[config.mk]
export PLATFORM = sky130hd
export DESIGN_NAME = div_fp64_seq
export DESIGN_NICKNAME = d
export VERILOG_FILES = /design/src/rtl/fp64_pkg.sv /design/src/rtl/div_step_restoring.sv /design/src/rtl/div_fp64_seq.sv
export SDC_FILE = /design/constraint.sdc
export NUM_CORES = 1
export LEC_CHECK = 0
export BUFFER_PORTS_ARGS = -buffer_cell sky130_fd_sc_hd__buf_2
export CORE_MARGIN = 3
export CORE_UTILIZATION = 59
export CTS_CLUSTER_DIAMETER = 120
export DETAILED_ROUTE_END_ITERATION = 6
export GPL_ROUTABILITY_DRIVEN = 0
export PLACE_DENSITY_LB_ADDON = 0.05
export SYNTH_ARGS = -nofsm -noshare
export SYNTH_HDL_FRONTEND = slang
export SYNTH_SLANG_ARGS = --single-unit
[constraint.sdc]
create_clock -name I_clk -period 3.4 [get_ports I_clk]
set_clock_uncertainty 0.1 [all_clocks]
set_input_delay 0.17 -clock I_clk [delete_from_list [all_inputs] [get_ports I_clk]]
set_output_delay 0.17 -clock I_clk [all_outputs]
set_load 0.05 [all_outputs]
[src/rtl/fp64_pkg.sv]
// +----------------------------------------------------------------------+
// | fp64_pkg                                                             |
// | Shared binary64 field widths, bias and field-slice helpers.          |
// | Revision: 1.0                                                        |
// +----------------------------------------------------------------------+
`default_nettype none

package fp64_pkg;

   localparam int FP64_EXP_W  = 11;
   localparam int FP64_FRAC_W = 52;
   localparam int FP64_BIAS   = 1023;
   localparam int EXP_MAX     = (1 << FP64_EXP_W) - 1;

   function automatic logic fp64_sign(input logic [63:0] x);
      return x[FP64_EXP_W + FP64_FRAC_W];
   endfunction

   function automatic logic [FP64_EXP_W-1:0] fp64_exp(input logic [63:0] x);
      return x[FP64_EXP_W + FP64_FRAC_W - 1 : FP64_FRAC_W];
   endfunction

   function automatic logic [FP64_FRAC_W-1:0] fp64_frac(input logic [63:0] x);
      return x[FP64_FRAC_W-1:0];
   endfunction

endpackage

`default_nettype wire

[src/rtl/div_step_restoring.sv]
// +----------------------------------------------------------------------+
// | div_step_restoring                                                   |
// | One restoring-division step: quotient bit and shifted remainder.     |
// | Revision: 1.0                                                        |
// +----------------------------------------------------------------------+
`default_nettype none

module div_step_restoring #(
   parameter int WIDTH = 55
) (
   input  logic [WIDTH-1:0] i_rem,
   input  logic [WIDTH-1:0] i_div,
   output logic [WIDTH-1:0] o_rem_next,
   output logic             o_q_bit
);

   assign o_q_bit    = (i_rem >= i_div);
   // The bit shifted out is always zero: after a restore the remainder is below the divisor.
   assign o_rem_next = (o_q_bit ? (i_rem - i_div) : i_rem) << 1;

endmodule

`default_nettype wire

[src/rtl/div_fp64_seq.sv]
// +----------------------------------------------------------------------+
// | div_fp64_seq                                                         |
// | Iterative binary64 divider, one restoring quotient bit per cycle.    |
// | Revision: 1.0                                                        |
// +----------------------------------------------------------------------+
`default_nettype none

module div_fp64_seq
   import fp64_pkg::*;
#(
   parameter int EXP_W  = FP64_EXP_W,
   parameter int FRAC_W = FP64_FRAC_W,
   parameter int BIAS   = FP64_BIAS
) (
   input  logic        I_clk,
   input  logic        I_rst,
   input  logic        I_valid,
   output logic        O_ready,
   input  logic [63:0] I_a,
   input  logic [63:0] I_b,
   output logic        O_valid,
   input  logic        I_ready,
   output logic [63:0] O_result,
   output logic        O_over_flow,
   output logic        O_div_by_zero
);

   localparam int          c_EW       = EXP_W + 2;
   localparam int          c_QW       = FRAC_W + 2;
   localparam int          c_RW       = FRAC_W + 3;
   localparam logic [5:0]  c_CNT_INIT = 6'(FRAC_W + 1);

   typedef enum logic [1:0] {
      IDLE = 2'd0,
      CALC = 2'd1,
      DONE = 2'd2
   } state_t;

   state_t            r_state;
   logic              r_valid;
   logic              r_special;
   logic              r_sign;
   logic [c_EW-1:0]   r_exp;
   logic [c_RW-1:0]   r_rem;
   logic [c_RW-1:0]   r_div;
   logic [c_QW-1:0]   r_q;
   logic [5:0]        r_cnt;
   logic [63:0]       r_result;
   logic              r_ovf;
   logic              r_dbz;

   logic [EXP_W-1:0]  w_a_exp;
   logic [EXP_W-1:0]  w_b_exp;
   logic [FRAC_W-1:0] w_a_frac;
   logic [FRAC_W-1:0] w_b_frac;
   logic              w_sign;
   logic              w_b_zero;
   logic [c_EW-1:0]   w_exp_init;
   logic [c_RW-1:0]   w_rem_next;
   logic              w_q_bit;
   logic              w_norm_hi;
   logic [FRAC_W-1:0] w_frac_fin;
   logic [c_EW-1:0]   w_exp_fin;
   logic              w_ovf;

   assign w_a_exp    = fp64_exp(I_a);
   assign w_b_exp    = fp64_exp(I_b);
   assign w_a_frac   = fp64_frac(I_a);
   assign w_b_frac   = fp64_frac(I_b);
   assign w_sign     = fp64_sign(I_a) ^ fp64_sign(I_b);
   assign w_b_zero   = (w_b_exp == '0) && (w_b_frac == '0);
   // Two's-complement wrap in c_EW bits keeps the exponent signed.
   assign w_exp_init = {2'b00, w_a_exp} - {2'b00, w_b_exp} + c_EW'(BIAS);

   div_step_restoring #(
      .WIDTH (c_RW)
   ) u_step (
      .i_rem      (r_rem),
      .i_div      (r_div),
      .o_rem_next (w_rem_next),
      .o_q_bit    (w_q_bit)
   );

   // Quotient lies in (0.5, 2): a clear top bit means one extra left shift.
   assign w_norm_hi  = r_q[c_QW-1];
   assign w_frac_fin = w_norm_hi ? r_q[c_QW-2:1] : r_q[c_QW-3:0];
   assign w_exp_fin  = w_norm_hi ? r_exp : (r_exp - c_EW'(1));
   assign w_ovf      = |w_exp_fin[c_EW-1:EXP_W];

   always_ff @(posedge I_clk) begin
      if (I_rst) begin
         r_state   <= IDLE;
         r_valid   <= 1'b0;
         r_special <= 1'b0;
         r_sign    <= 1'b0;
         r_exp     <= '0;
         r_rem     <= '0;
         r_div     <= '0;
         r_q       <= '0;
         r_cnt     <= '0;
         r_result  <= '0;
         r_ovf     <= 1'b0;
         r_dbz     <= 1'b0;
      end else begin
         case (r_state)
            IDLE: begin
               if (I_valid) begin
                  r_sign    <= w_sign;
                  r_ovf     <= 1'b0;
                  r_dbz     <= 1'b0;
                  r_special <= 1'b1;
                  if (w_b_zero) begin
                     r_result <= {w_sign, {EXP_W{1'b1}}, {FRAC_W{1'b0}}};
                     r_dbz    <= 1'b1;
                     r_state  <= DONE;
                  end else if (w_a_exp == '0) begin
                     r_result <= {w_sign, {(EXP_W + FRAC_W){1'b0}}};
                     r_state  <= DONE;
                  end else begin
                     r_special <= 1'b0;
                     r_exp     <= w_exp_init;
                     r_rem     <= {2'b00, 1'b1, w_a_frac};
                     r_div     <= {2'b00, 1'b1, w_b_frac};
                     r_q       <= '0;
                     r_cnt     <= c_CNT_INIT;
                     r_state   <= CALC;
                  end
               end
            end
            CALC: begin
               r_rem <= w_rem_next;
               r_q   <= {r_q[c_QW-2:0], w_q_bit};
               r_cnt <= r_cnt - 6'd1;
               if (r_cnt == '0) begin
                  r_state <= DONE;
               end
            end
            DONE: begin
               // First DONE cycle publishes the result; later cycles wait for the consumer.
               if (!r_valid) begin
                  r_valid <= 1'b1;
                  if (!r_special) begin
                     r_result <= {r_sign, w_exp_fin[EXP_W-1:0], w_frac_fin};
                     r_ovf    <= w_ovf;
                  end
               end else if (I_ready) begin
                  r_valid <= 1'b0;
                  r_state <= IDLE;
               end
            end
            default: begin
               r_state <= IDLE;
            end
         endcase
      end
   end

   assign O_ready       = (r_state == IDLE);
   assign O_valid       = r_valid;
   assign O_result      = r_result;
   assign O_over_flow   = r_ovf;
   assign O_div_by_zero = r_dbz;

endmodule

`default_nettype wire

==> run metrics <==
Iteration-0 DRC Markers=1,274; Top FF cell, synth=dfxtp_1; Finished Cell Area=0.0186 mm2; routed len/inst=17.6 um; top cells by area, synth=dfxtp_1 35%, a21oi_1 8.0%, ha_1 5.9%, nor2_1 5.7%, a22oi_1 5.3%; Final WS setup=0.0506 ns; IO buf count=199; DP Worst Slack=-0.185 ns; H-tree levels=1; Core ar.=0.0238 mm2; flops & latches, synth=252; Initial Util=60.8%; via count=14.9k; crit path max fanout=7; average cell area after synthesis=7.75 um2; Sink Count=252; Max VDD drop=0.000567 V; warning count from the yosys run=0; Slew HR=32.4%; post-layout net count=2,365; CTS tree=built; cell taking the most area after synthesis=dfxtp_1; Synth top cells by count=252 x dfxtp_1, 230 x a21oi_1, 218 x nor2_1, 189 x nand2_1, 110 x clkbuf_1; Max Buffers Root-to-Sink=3; Vias/cell=5.96; final cell count without fillers=2,498; DR DRC count=0; worst path required time=3.71 ns; Mapped Cells=1,867; clk slew on worst S/H paths=0.06 ns; Tcrit/Tclk final=98.5%; FMAX=0.299 GHz; Post-synth EDFFs=0; pwr dens=731 mW/mm2; Worst-Margin Slew=1.01 ns; DIE HEIGHT=163 um; Synth cell types=73; Layout fillers=1,769; outcome=finished clean; CTS buffer count=27; area of the multi-input gates=0.00895 mm2; clk_lat worst skew=0.56 ns; final setup vio count=0; post-route minimum period=3.35 ns; Placed Area=0.0162 mm2; Post-Syn Area=0.0145 mm2; first-pass GRT wire length=69,500 um; critical path class=register to register; LEAKAGE=7.38 nW; IO Count=200; Die Wd=163 um; most frequent cell after synthesis=dfxtp_1; WL final=43,900 um; FF-to-FF setup slack=0.05 ns; sequential fraction of the synthesis area=34.9%; Yosys top cell area share=34.9%; placed cells=2,333; global route total overflow=0; sequential cell area=0.00506 mm2; Crit path arrival time=3.66 ns; Area Overhead vs Synth=28.5%; row count=56; largest net degree at the start of global routing=101; drt first pass iters=5; Startpoint Class=register; vias in the first global route=14.2k; share of cells above drive strength 1=19.8%; endpoints failing hold=0; Total GRT Usage=31.3%; Max-Cap Viols=0; Hold Path Class=input port to register; clk root buf=clkbuf_16; Final ANT Viol Nets=0; crit end category=register; initial antenna violation count=1; post-synth net total=2,069; asr flop ratio synth=0%; die area=0.0264 mm2; Detail Placement HPWL=29,100 um; Slew Viols, Final=0
==> area by class of cell <==
type	count	share of cell area (%)
multi-input combinational	1393	48.1
sequential	252	27.2
timing repair buffer	404	16.3
clock buffer	38	4.07
tap	319	2.15
inverter	85	1.72
clock inverter	6	0.411
antenna	1	0.0135
==> cells in the final DEF, fill, tap and decap left out, types with 15 or more instances in the layout <==
master | synthesis | final
o21ai_0 | 38 | 35
dlygate4sd3_1 | 0 | 109
a21o_1 | 18 | 18
ha_1 | 68 | 40
nor4_1 | 24 | 19
nand3_1 | 20 | 19
ha_2 | 0 | 20
nand4_1 | 24 | 24
buf_2 | 16 | 198
buf_12 | 0 | 15
buf_4 | 1 | 78
a21oi_2 | 3 | 15
mux2i_1 | 61 | 61
dfxtp_1 | 252 | 245
nor2_1 | 218 | 218
nand2_1 | 189 | 185
nor3_1 | 89 | 86
a21oi_1 | 230 | 217
clkbuf_16 | 0 | 28
xor2_1 | 29 | 29
xnor2_1 | 48 | 48
inv_1 | 85 | 83
o22ai_1 | 34 | 34
a22oi_1 | 102 | 100
==> cells by family after synthesis <==
logic type,synth area share (%)
and+or+nand+nor,20.2
muxes,4.63
adders and majority gates,6.16
AOI/OAI and AO/OA,23.4
DFF,34.9
xor gates and xnor gates,4.66
buffers and inverters,6.10
==> worst paths after layout <==
kind	to	from	cells after the start
worst min register to register	r_div[22]	r_div[22]	2
worst max-delay path	r_rem[43]	r_rem[1]	12
worst max register to register	r_rem[43]	r_rem[1]	12
worst min-delay path	r_exp[0]	I_b[52]	4
==> state kept, by name, indices dropped and copies added (netlist names) <==
register	flops
O_result	64
r_rem	55
r_q	54
r_div	53
r_exp	13
r_cnt	6
r_state	2
O_div_by_zero	1
O_over_flow	1
O_valid	1
r_sign	1
r_special	1
==> stage by stage <==
| stage | hold slack, ns | util (%) | power, mW | TNS, ns |
|---|---|---|---|---|
| finish | 0.0292 | 78.0 | 13.6 | 0 |
| global route | 0.0636 | 78.0 | 14.4 | -0.0749 |
| CTS | 0.00814 | 76.1 | 12.8 | -0.00326 |
| detailed placement | 0.328 | 67.9 | 9.86 | -0.225 |
| global placement | 0.323 | 67.9 | 9.79 | -0.0398 |
| floorplan | 0.206 | - | 8.11 | 0 |
==> timing repair <==
item,4_1_cts,5_1_grt
endpoints found under the setup margin,4,131
hold buffers,109,0
resized for setup,4,88
cloned,0,1
pin swaps,4,26
hold endpoints to repair,108,0
buffers inserted,1,9
==> worst max-delay path, stage by stage, from the launching register on <==
cell	delay (ns)
dfxtp_2	0.38
ha_4	0.22
nor2b_4	0.13
o31ai_4	0.28
a31oi_2	0.15
a31o_1	0.26
nor4b_4	0.24
nor2_2	0.08
a221oi_4	0.41
buf_12	0.18
mux2_4	0.30
a222oi_1	0.38
nor2_1	0.07
==> metal layers <==
metal	GRT usage [%]	share of wire, %	vias up
li1	-	-	7257
met1	39.8	42	6927
met2	53.7	47	573
met3	4.60	6.9	129
met4	12.2	3.9	0
met5	0	0	-
==> power by group <==
group	leakage, nW	switching [mW]	internal [mW]
combinational	4.92	4.09	3.20
clock	0.406	1.21	1.62
sequential	2.06	0.249	3.23
No activity file was read; power rests on OpenSTA's default activity.
